<file path="src/rtl/param_vending_machine.sv">
// rtl/param_vending_machine.sv - multi-product vending controller with credit, refund and change payout
// Optional build macro VEND_TIMEOUT_EN: auto-refund after TIMEOUT_CYCLES idle cycles in COLLECT.
module param_vending_machine #(
    parameter int NUM_ITEMS = 4,
    parameter int CREDIT_W = 8,
    parameter logic [NUM_ITEMS*CREDIT_W-1:0] PRICES = {8'd25, 8'd20, 8'd15, 8'd10},
    parameter int COIN_VAL1 = 5,
    parameter int COIN_VAL2 = 10,
    parameter int COIN_VAL3 = 25,
    parameter int TIMEOUT_CYCLES = 1000,
    localparam int SEL_W = (NUM_ITEMS > 1) ? $clog2(NUM_ITEMS) : 1
) (
    input  logic                clk,
    input  logic                reset,
    input  logic [1:0]          coin,
    input  logic                sel_valid,
    input  logic [SEL_W-1:0]    sel,
    input  logic                cancel,
    output logic                out_valid,
    output logic [SEL_W-1:0]    out_item,
    output logic                change_valid,
    output logic [1:0]          change_coin,
    output logic                coin_reject,
    output logic                sel_reject,
    output logic [CREDIT_W-1:0] credit,
    output logic                busy
);

    typedef enum logic [1:0] {IDLE, COLLECT, VEND, CHANGE} state_t;

    localparam logic [CREDIT_W:0] MAX_CREDIT = {1'b0, {CREDIT_W{1'b1}}};
    localparam logic [CREDIT_W:0] V1 = COIN_VAL1[CREDIT_W:0];
    localparam logic [CREDIT_W:0] V2 = COIN_VAL2[CREDIT_W:0];
    localparam logic [CREDIT_W:0] V3 = COIN_VAL3[CREDIT_W:0];

    state_t              state;
    logic [CREDIT_W:0]   coin_value;
    logic [CREDIT_W:0]   credit_sum;
    logic                coin_ok;
    logic [CREDIT_W-1:0] added_credit;
    logic [CREDIT_W-1:0] price;
    logic                sel_known;
    logic                sel_ok;
    logic [CREDIT_W-1:0] vend_credit;
    logic [1:0]          pay_code;
    logic [CREDIT_W:0]   pay_value;
    logic [CREDIT_W-1:0] remaining;
    logic                timeout_hit;

    always_comb begin
        coin_value = '0;
        case (coin)
            2'b01:   coin_value = V1;
            2'b10:   coin_value = V2;
            2'b11:   coin_value = V3;
            default: coin_value = '0;
        endcase
        credit_sum   = {1'b0, credit} + coin_value;
        coin_ok      = (coin != 2'b00) && (credit_sum <= MAX_CREDIT);
        added_credit = coin_ok ? credit_sum[CREDIT_W-1:0] : credit;

        price     = '0;
        sel_known = 1'b0;
        for (int i = 0; i < NUM_ITEMS; i++) begin
            if (sel == SEL_W'(i)) begin
                price     = PRICES[i*CREDIT_W +: CREDIT_W];
                sel_known = 1'b1;
            end
        end
        sel_ok      = sel_known && (credit >= price);
        vend_credit = added_credit - price;

        // Greedy payout; a residue smaller than the smallest coin is forfeited.
        pay_code  = 2'b00;
        pay_value = '0;
        if ({1'b0, credit} >= V3) begin
            pay_code  = 2'b11;
            pay_value = V3;
        end else if ({1'b0, credit} >= V2) begin
            pay_code  = 2'b10;
            pay_value = V2;
        end else if ({1'b0, credit} >= V1) begin
            pay_code  = 2'b01;
            pay_value = V1;
        end
        remaining = (pay_code == 2'b00) ? '0 : CREDIT_W'({1'b0, credit} - pay_value);
    end

`ifdef VEND_TIMEOUT_EN
    localparam int TW = $clog2(TIMEOUT_CYCLES + 1);
    logic [TW-1:0] idle_cnt;
    logic          activity;

    assign activity    = (coin != 2'b00) || sel_valid || cancel;
    assign timeout_hit = (state == COLLECT) && !activity && (idle_cnt == TW'(TIMEOUT_CYCLES - 1));

    always_ff @(posedge clk or negedge reset) begin
        if (!reset) begin
            idle_cnt <= '0;
        end else if ((state != COLLECT) || activity || timeout_hit) begin
            idle_cnt <= '0;
        end else begin
            idle_cnt <= idle_cnt + 1'b1;
        end
    end
`else
    assign timeout_hit = 1'b0 && (TIMEOUT_CYCLES < 0);
`endif

    always_ff @(posedge clk or negedge reset) begin
        if (!reset) begin
            state        <= IDLE;
            out_valid    <= 1'b0;
            out_item     <= '0;
            change_valid <= 1'b0;
            change_coin  <= 2'b00;
            coin_reject  <= 1'b0;
            sel_reject   <= 1'b0;
            credit       <= '0;
            busy         <= 1'b0;
        end else begin
            out_valid    <= 1'b0;
            change_valid <= 1'b0;
            change_coin  <= 2'b00;
            coin_reject  <= 1'b0;
            sel_reject   <= 1'b0;
            case (state)
                IDLE, COLLECT: begin
                    busy <= 1'b0;
                    if ((cancel && credit != '0) || timeout_hit) begin
                        state       <= CHANGE;
                        busy        <= 1'b1;
                        coin_reject <= (coin != 2'b00);
                    end else if (sel_valid) begin
                        coin_reject <= (coin != 2'b00) && !coin_ok;
                        if (sel_ok) begin
                            credit    <= vend_credit;
                            out_valid <= 1'b1;
                            out_item  <= sel;
                            state     <= VEND;
                            busy      <= 1'b1;
                        end else begin
                            sel_reject <= 1'b1;
                            credit     <= added_credit;
                            state      <= (added_credit != '0) ? COLLECT : IDLE;
                        end
                    end else begin
                        coin_reject <= (coin != 2'b00) && !coin_ok;
                        credit      <= added_credit;
                        state       <= (added_credit != '0) ? COLLECT : IDLE;
                    end
                end
                // The vend cycle already pays the first change coin so it follows the dispense directly.
                VEND, CHANGE: begin
                    coin_reject  <= (coin != 2'b00);
                    change_valid <= (pay_code != 2'b00);
                    change_coin  <= pay_code;
                    credit       <= remaining;
                    state        <= (remaining != '0) ? CHANGE : IDLE;
                    busy         <= (remaining != '0);
                end
                default: begin
                    state <= IDLE;
                    busy  <= 1'b0;
                end
            endcase
        end
    end

endmodule

</file>
<file path="config.mk">
export PLATFORM = sky130hd
export DESIGN_NAME = param_vending_machine
export DESIGN_NICKNAME = d
export VERILOG_FILES = /design/src/rtl/param_vending_machine.sv
export SDC_FILE = /design/constraint.sdc
export NUM_CORES = 1
export LEC_CHECK = 0
export BUFFER_PORTS_ARGS = -buffer_cell sky130_fd_sc_hd__buf_4
export CORE_MARGIN = 2
export CORE_UTILIZATION = 60
export DETAILED_ROUTE_END_ITERATION = 10
export HOLD_SLACK_MARGIN = 0.08
export PLACE_DENSITY = 0.91
export REMOVE_ABC_BUFFERS = 1
export SLEW_MARGIN = 20
export SYNTH_ARGS = -nofsm -noshare
export SYNTH_HDL_FRONTEND = slang
export SYNTH_SLANG_ARGS = --single-unit
export TNS_END_PERCENT = 20
</file>
<file path="constraint.sdc">
create_clock -name clk -period 7 [get_ports clk]
set_input_delay 0 -clock clk [delete_from_list [all_inputs] [get_ports clk]]
set_output_delay 0 -clock clk [all_outputs]
set_load 0.02 [all_outputs]
</file>
# --- Word-level counts from Yosys, hierarchy flattened ---
# Cells that the tools add are included.
op_classes:
  addsub: 3
  n_lt_le_gt_ge: 5
  eq_ne: 10
  muxes: 41
  bitwise: 1
  reduce_logical: 16
op_table:
  columns: ["operator", "n"]
  rows:
  - ["two-way mux 8 bit", 8]
  - ["nonzero test 8 bit", 3]
  - ["two-way mux 1 bit", 17]
  - ["one-hot mux 8 bit (2 select lines)", 1]
  - ["subtractor 8 bit", 2]
  - ["one-hot mux 5 bit (3 select lines)", 1]
  - ["two-way mux 2 bit", 7]
  - ["equality test 2 bit (second input constant)", 6]
  - ["adder 8 x 9 -> 9 bit", 1]
  - ["<= comparator 9 x 8 -> 1 bit (second input constant)", 1]
  - [">= comparator 8 x 3 -> 1 bit (second input constant)", 1]
  - [">= comparator 8 x 4 -> 1 bit (second input constant)", 1]
  - [">= comparator 8 x 5 -> 1 bit (second input constant)", 1]
  - [">= comparator 8 bit", 1]
  - ["two-way mux 4 bit", 2]
  - ["equality test 2 x 1 -> 1 bit (second input constant)", 3]
  - ["zero test 2 bit", 3]
  - ["two-way mux 5 bit", 1]
  - ["logical AND 1 bit", 4]
  - ["one-hot mux 1 bit (2 select lines)", 2]
  - ["one-hot mux 2 bit (2 select lines)", 1]
  - ["AND reduction 4 bit", 1]
  - ["nonzero test 2 bit", 2]
  - ["OR reduction 2 bit", 2]
  - ["4 further kinds", 4]
totals:
  ff_bits: 19
  input_bits: 8
  out_inout_bits: 17

# --- Depth between registers and ports, before layout ---
# Gate-level depths: netlist (run 1).
logic_depth:
  depth_word: 12
  ltp_mapped: 16
  depth_no_buf: 14

# --- Least setup slack after synthesis (run 1) ---
# No wires, ideal clock.
synth_path:
  path_kind: "register -> register"
  start: "register credit[0]"
  end: "register credit[6]"
  t_arrival_ps: 3779
  path_slack_ps: 3152
  path_stages_with_launch: 15
  n_path_buf: 1
  period_less_slack_ps: 3848
  path_cell_list: "dfrtp_1 > ha_1 > fa_1 > a211o_1 > a21o_1 > a21o_1 > clkbuf_1 > mux2_2 > ha_1 > nor2b_1 > o21a_1 > o21a_1 > or3_1 > or4_1 > nand3_1"
synth_between:
  elab_chain_len: 9
synth_rtl:
  columns: ["item", "line", "source"]
  rows:
  - ["start, declared", "25", "output logic [CREDIT_W-1:0] credit,"]
  - ["start signal, assigned", "137", "credit <= vend_credit;"]
  - ["start signal, assigned", "144", "credit <= added_credit;"]
  - ["start signal, assigned", "149", "credit <= added_credit;"]
  - ["adder 8 x 9 -> 9 bit", "58", "credit_sum = {1'b0, credit} + coin_value;"]
  - ["<= comparator 9 x 8 -> 1 bit", "59", "coin_ok = (coin != 2'b00) && (credit_sum <= MAX_CREDIT);"]
  - ["logical AND 1 bit", "59", null]
  - ["two-way mux 8 bit", "60", "added_credit = coin_ok ? credit_sum[CREDIT_W-1:0] : credit;"]
  - ["subtractor 8 bit", "71", "vend_credit = added_credit - price;"]
  - ["two-way mux 8 bit", "136", "if (sel_ok) begin"]
  - ["two-way mux 8 bit", "134", "end else if (sel_valid) begin"]
  - ["two-way mux 8 bit", "130", "if ((cancel && credit != '0) || timeout_hit) begin"]
  - ["one-hot mux 8 bit (2 select lines)", "127", "case (state)"]
# Several ways; a longest one is shown, not always the timed one. The select of a mux whose other input is x is not followed.
# A chain may end at the register's enable or synchronous reset.

# --- Final worst setup path (run 1) ---
# Ends and elaborated chain as after synthesis.

==> results of run 1 <==
-- worst max-delay path: stages, from the launching register on --
cell,delay [ps]
dfrtp_1,470
ha_1,240
fa_1,420
a211o_1,320
a21o_1,190
a21o_1,250
mux2_2,310
ha_1,320
nor2b_1,160
o21a_1,180
o21a_1,180
or3_1,330
or4_1,400
nand3_1,90
-- cell usage after synthesis (6+ instances only) --
library cell	count	area share, %
ha_1	25	16
nor2_1	18	3.4
a21oi_1	17	4.2
dfrtp_1	17	21
nand2_1	16	3.0
inv_1	13	2.4
o21ai_0	12	3.0
clkbuf_1	8	1.5
a21o_1	7	2.6
mux2_2	7	3.9
nor2b_1	7	2.2
o21a_1	7	2.6
nor3_1	6	1.5
-- kinds of logic after synthesis --
logic type | after synthesis | share of synthesized area [%]
compound gates | 75 | 25.4
xor+xnor | 6 | 2.62
fa+ha+maj | 28 | 18.6
buf+inv | 23 | 4.75
flops | 17 | 21.2
mux | 11 | 5.93
simple gates | 80 | 21.5
-- metal layers --
layer	share of wire, %	vias up	global-route usage (%)
li1	-	939	-
met1	45	895	35.0
met2	48	62	46.3
met3	4.1	14	5.18
met4	2.6	0	9.12
met5	0	-	0
-- what timing repair did --
item | 4_1_cts | 5_1_grt
endpoints found under the hold margin | 21 | 0
endpoints found under the setup margin | 0 | 0
hold buffers | 5 | 0
-- through the flow --
step	worst slack, ps	util [%]	cell area, sq um
floorplan	3230	-	1960
global placement	3210	70.6	2190
detailed placement	3100	70.6	2190
CTS	3070	73.1	2270
global route	2890	73.1	2270
finish	3070	73.1	2270
-- cell type report --
class	instances	share of cell area [%]
clock buffer	3	0.992
clock inverter	1	0.221
inverter	13	2.15
multi-input combinational	200	65.3
sequential	17	18.7
tap	44	2.43
timing repair buffer	29	10.1
-- state kept, by name, summed over array words and instances (netlist names) --
signal and count:
coin_reject 1, change_coin 2, credit 8, busy 1, out_valid 1, sel_reject 1, out_item 2, change_valid 1
-- final timing paths --
check                                        startpoint                 endpoint  slack [ps]  depth (start not counted)
max in group asynchronous                         reset      out_valid$_DFF_PN0_        6700                          2
worst max register to register    credit[0]$_DFFE_PN0P_    credit[6]$_DFFE_PN0P_        3070                         13
worst min-delay path                              reset    credit[7]$_DFFE_PN0P_         110                          2
min in group clk                                coin[0]    coin_reject$_DFF_PN0_         130                          3
worst max-delay path              credit[0]$_DFFE_PN0P_    credit[6]$_DFFE_PN0P_        3070                         13
worst min register to register  out_item[0]$_DFFE_PN0P_  out_item[0]$_DFFE_PN0P_         530                          1
-- power breakdown --
part	internal, mW	leakage, nW	switching (mW)
Combinational	0.415	0.846	0.517
Sequential	0.144	0.202	0.0929
Clock	0.0212	0.0177	0.0291
-- cell usage in the layout (no fill, tap or decap), types with 5 or more instances in the layout --
master         netlist  routed
and3_1               5       5
a21oi_1             17      17
o21ai_0             12      12
o21a_1               7       7
nor3_1               6       6
buf_4                0      24
a211oi_1             5       5
nor2b_1              7       7
nand3_1              5       5
nand2_1             16      16
nor2_1              18      18
dfrtp_1             17      17
ha_1                25      25
a21o_1               7       7
mux2_2               7       7
dlygate4sd3_1        0       5
inv_1               13      13
==> results.cfg, run 1 <==
[status]
status = finished clean

[drt]
drt-initial-drc-count = 123
post-route-drc-count = 0
via_count = 1910
wl_per_cell_um = 15.5
wl_um = 4770
antenna_left = 0
post_drt_via_cell_ratio = 6.22
dr.pass1.iters = 5

[layout]
multi_input_area_sq_mm = 0.00148
synthToLayoutAreaGrowth_pct = 13.3
fill_cells = 266
n_antenna_cell = 0
fin_nets = 300
drive_gt1_share_pct = 16.7
stdcell_count = 307
seq_area_sq_um = 425

[synth]
syn_inst = 240
syn_area_sq_mm = 0.00200
synth_ff_type = dfrtp_1
yosysUniqueCellTypes = 51
yosysWarnings = 0
synth-async-reset-ratio_pct = 100
synth-seq-area-share_pct = 21.2
synth_edf_count = 0
avgSynthCellArea_sq_um = 8.35
ys_seq_elements = 17

[placement]
place_hpwl_um = 3720
dp_cells = 298
portBuffers = 24
place.gp.congestion = 0.900

[floorplan]
die_w_um = 61.8
die_area_sq_mm = 0.00382
core_sq_mm = 0.00310
top_level_ports = 25
die_h_um = 61.8
core.rowCount = 20
start_util_pct = 64.6

[cts]
clockBufferDepth = 2
cts_tree = done
ctsRootBufferMaster = clkbuf_4
cts.clk_slew.worst_paths_ps = 90
cts_setup_buffers = 0
post_cts_resized = 0
cts_inserted_buffers = 3
clkLatencyLatePin_ps = 290
cts_sinks = 17
cts_max_level = 1

[sta]
finClkSkew_ps = 4.00
slew_viol_final = 0
holdWs_ps = 109
finalSetupTns_ps = 0
grt_setup_unrepaired = false
max_freq_mhz = 255
tightest_slew_ps = 1080
layout_worst_path_cycle_share_pct = 56.1
maxSlewHeadroom_pct = 27.0
setup_violations = 0
hold_violations = 0
period_minus_slack_ps = 3930

[setup_path]
cp-start-kind = flip-flop
arrival_ps = 4150
critPathKind = flip-flop to flip-flop
crit_required_ps = 7230
crit_path_end_kind = flip-flop
crit_fanout = 8

[power]
vdd_drop_max_v = 0.000291
p_total_mw = 1.22
power_leakage_nw = 1.07
p_per_area_mw_per_mm2 = 537

[grt]
grt_overflow_total = 0
antenna_found_initial = 0
grt_max_degree = 18
grt_usage_pct = 27.3
grt_pass1_vias = 1778
grt_pass1_wl_um = 7760

[hold_path]
hold_class = input pin to asynchronous set/reset pin

[job]
cap_violations = 0
(Power assumes the default switching activity.)
==> inputs of run 2 (changes only) <==
- ABC_AREA: unset -> 1
- CORE_UTILIZATION: 60 -> 53
- PLACE_DENSITY: 0.91 -> 0.86
- clock period: 7 -> 3.3 ns (I/O delays scaled with it)
==> run 2 against run 1 <==
Net effect: critical path depth up 5; setup slack worse by 2900 ps; clock skew down 2.2 ps; non-clock buffer count up 5; sequential power up 74%; largest cell class unchanged; core utilization down 8.0 points; cell count up 25%; maximum frequency up 24%; highest routed layer unchanged.
==> results.cfg, run 2 <==
[sta]
layout_worst_path_cycle_share_pct = 95.8
hold_violations = 0
finClkSkew_ps = 1.80
setup_violations = 0
max_freq_mhz = 316
holdWs_ps = 97.7
finalSetupTns_ps = 0
maxSlewHeadroom_pct = 72.1
tightest_slew_ps = 418
slew_viol_final = 0
period_minus_slack_ps = 3160

[setup_path]
crit_required_ps = 3490
cpMaxStageDelayCell = dfrtp_1
slowest_delay_ps = 380
critPathTopFamily = simple AND/OR/NAND/NOR gates
r2r_slack_ps = 140
crit_path_end_kind = flip-flop
r2r-start = credit[0]$_DFFE_PN0P_
critical_path.most_common_cell = nand2_1
ff2ff_path_depth = 18
critPathKind = flip-flop to flip-flop
crit_buf_inv = 1
arrival_ps = 3350
path_cells = ha_1, fa_2, nand2_1, nand2_2, nand3_4, nand2_2, nor2_4, nand2_1, nand2_1, inv_1, ha_1, a21oi_1, o21ai_2, a21oi_1, nand3_1, nand2_1, nand3_1, a21oi_1
crit_fanout = 6
crit_start = credit[0]$_DFFE_PN0P_
crit_end = credit[6]$_DFFE_PN0P_
cp-start-kind = flip-flop
rr_endpoint = credit[6]$_DFFE_PN0P_
cp.depth = 18

[grt]
gr-max-usage-layer = met2
grt_use_met1_pct = 33.9
grt_overflow_total = 0
grt_pass1_wl_um = 8670
grt_max_degree = 18
grt_usage_pct = 26.1
antenna_found_initial = 0
grt_pass1_vias = 1889
grt_use_met2_pct = 44.6
met3_usage_pct = 3.58

[synth]
yosysUniqueCellTypes = 36
synth_ff_type = dfrtp_1
yosysMostFrequentCell = nand2_1
synth_edf_count = 0
ys_top_cells_by_area = dfrtp_1 (21%), nand2_1 (16%), ha_1 (15%)
syn_area_sq_mm = 0.00205
yosysWarnings = 0
synth_top_area_share_pct = 20.8
synth-seq-area-share_pct = 20.8
yosysTopAreaCell = dfrtp_1
syn_inst = 302
avgSynthCellArea_sq_um = 6.78
ys_seq_elements = 17
synth-async-reset-ratio_pct = 100
synth_commonest_cells = nand2_1 (88), inv_1 (39), nor2_1 (30), ha_1 (25)

[power]
power_leakage_nw = 1.31
p_per_area_mw_per_mm2 = 1070
vdd_drop_max_v = 0.000491

[drt]
via_count = 2087
wl_per_cell_um = 13.6
post-route-drc-count = 0
drt-initial-drc-count = 181
dr.pass1.iters = 4
antenna_left = 0
wl_um = 5230
post_drt_via_cell_ratio = 5.43

[cts]
cts_max_level = 1
clkLatencyLatePin_ps = 260
cts.clk_slew.worst_paths_ps = 70
cts_tree = done
cts_inserted_buffers = 3
ctsRootBufferMaster = clkbuf_8
cts_sinks = 17
clockBufferDepth = 2

[layout]
largest_reg_flops = 8
mostFrequentLayoutCells = nand2_1 (87), inv_1 (39), buf_4 (32)
synthToLayoutAreaGrowth_pct = 17.3
fin_nets = 373
n_antenna_cell = 0
layout_commonest_cell = nand2_1
drive_gt1_share_pct = 17.9
top_regs = credit (8), change_coin (2), out_item (2)
fin_area_sq_mm = 0.00240
regMostFlops = credit

[hold_path]
hold_class = input pin to flip-flop
whs_path_depth = 3

[floorplan]
core_sq_mm = 0.00369
die_w_um = 66.2
start_util_pct = 55.5
top_level_ports = 25
die_area_sq_mm = 0.00438
core.rowCount = 22
die_h_um = 66.2

[status]
status = finished clean

[placement]
place_hpwl_um = 4120
place.gp.congestion = 0.916
dpl_cell_area_sq_mm = 0.00231
portBuffers = 24

[job]
cap_violations = 0
[run 2: cell types whose count changed in the layout (fill, tap and decap cells not counted), moves of 7 or more]
cell / before / now
a21o_1: 7 / 0
buf_4: 24 / 32
nor2b_1: 7 / 0
nand3_1: 5 / 17
nand2_1: 16 / 87
nor2_1: 18 / 30
inv_1: 13 / 39
o21a_1: 7 / 0
mux2_2: 7 / 0
[run 2: worst reg2reg max path, stage by stage (launching register included)]
cell     delay, ps
dfrtp_1        380
ha_1           230
fa_2           360
nand2_1         90
nand2_2        100
nand3_4        140
nand2_2         70
nor2_4         160
nand2_1         80
nand2_1        100
inv_1           60
ha_1           340
a21oi_1        270
o21ai_2        120
a21oi_1        210
nand3_1        110
nand2_1         60
nand3_1         80
a21oi_1        140
[run 2: per-stage QoR]
stage                     cells  power (mW)  utilization (%)  setup slack, ps
after global placement      376        2.30             62.5              198
after CTS                   382        2.53             64.3             50.9
after global routing        384        2.85             65.1            -94.8
after floorplan             298        1.81                -              265
after detailed placement    376        2.35             62.5             64.8
final                       384        2.58             65.1              138
[run 2: layer usage]
layer  part of all wire [%]  up-vias  wire length, um
li1                       -     1050                -
met1                     43      963             2270
met2                     50       68             2620
met3                    5.3        6              276
met4                    1.3        0               70
met5                      0        -                0
[run 2: power by group]
group          switching [mW]  internal (mW)
combinational            1.22          0.785
clock                  0.0776         0.0860
sequential              0.110          0.302
total                    1.41           1.17
[run 2: worst min path at each step]
stage | from | endpoint | slack [ps]
after floorplan | reset | busy$_DFF_PN0_ | -300
after global placement | reset | credit[7]$_DFFE_PN0P_ | -120
after detailed placement | reset | coin_reject$_DFF_PN0_ | -110
after CTS | sel[1] | out_item[1]$_DFFE_PN0P_ | 100
after global routing | sel[1] | out_item[1]$_DFFE_PN0P_ | 150
final | sel[1] | out_item[1]$_DFFE_PN0P_ | 100
[run 2: what timing repair did]
action,4_1_cts,5_1_grt
hold endpoints to repair,19,0
hold buffers,2,0
endpoints found under the setup margin,0,5
buffers inserted,0,2
resized for setup,0,6
[run 2: layout make-up]
cell class                 instances  area (sq um)
inverter                          44           166
timing repair buffer              34           260
multi-input combinational        237          1450
clock buffer                       4          45.0
tap                               48          60.1
sequential                        17           425
fill                             329          1290
[run 2: cells by family (layout without fill, tap and decap cells)]
group / after synthesis / after routing / synth area share, %
adders and majority gates: 28 / 28 / 18.2
DFF: 17 / 17 / 20.8
and+or+nand+nor: 163 / 163 / 36.7
AOI/OAI and AO/OA: 39 / 39 / 11.9
xor gates and xnor gates: 7 / 7 / 2.99
buffers and inverters: 48 / 82 / 9.47
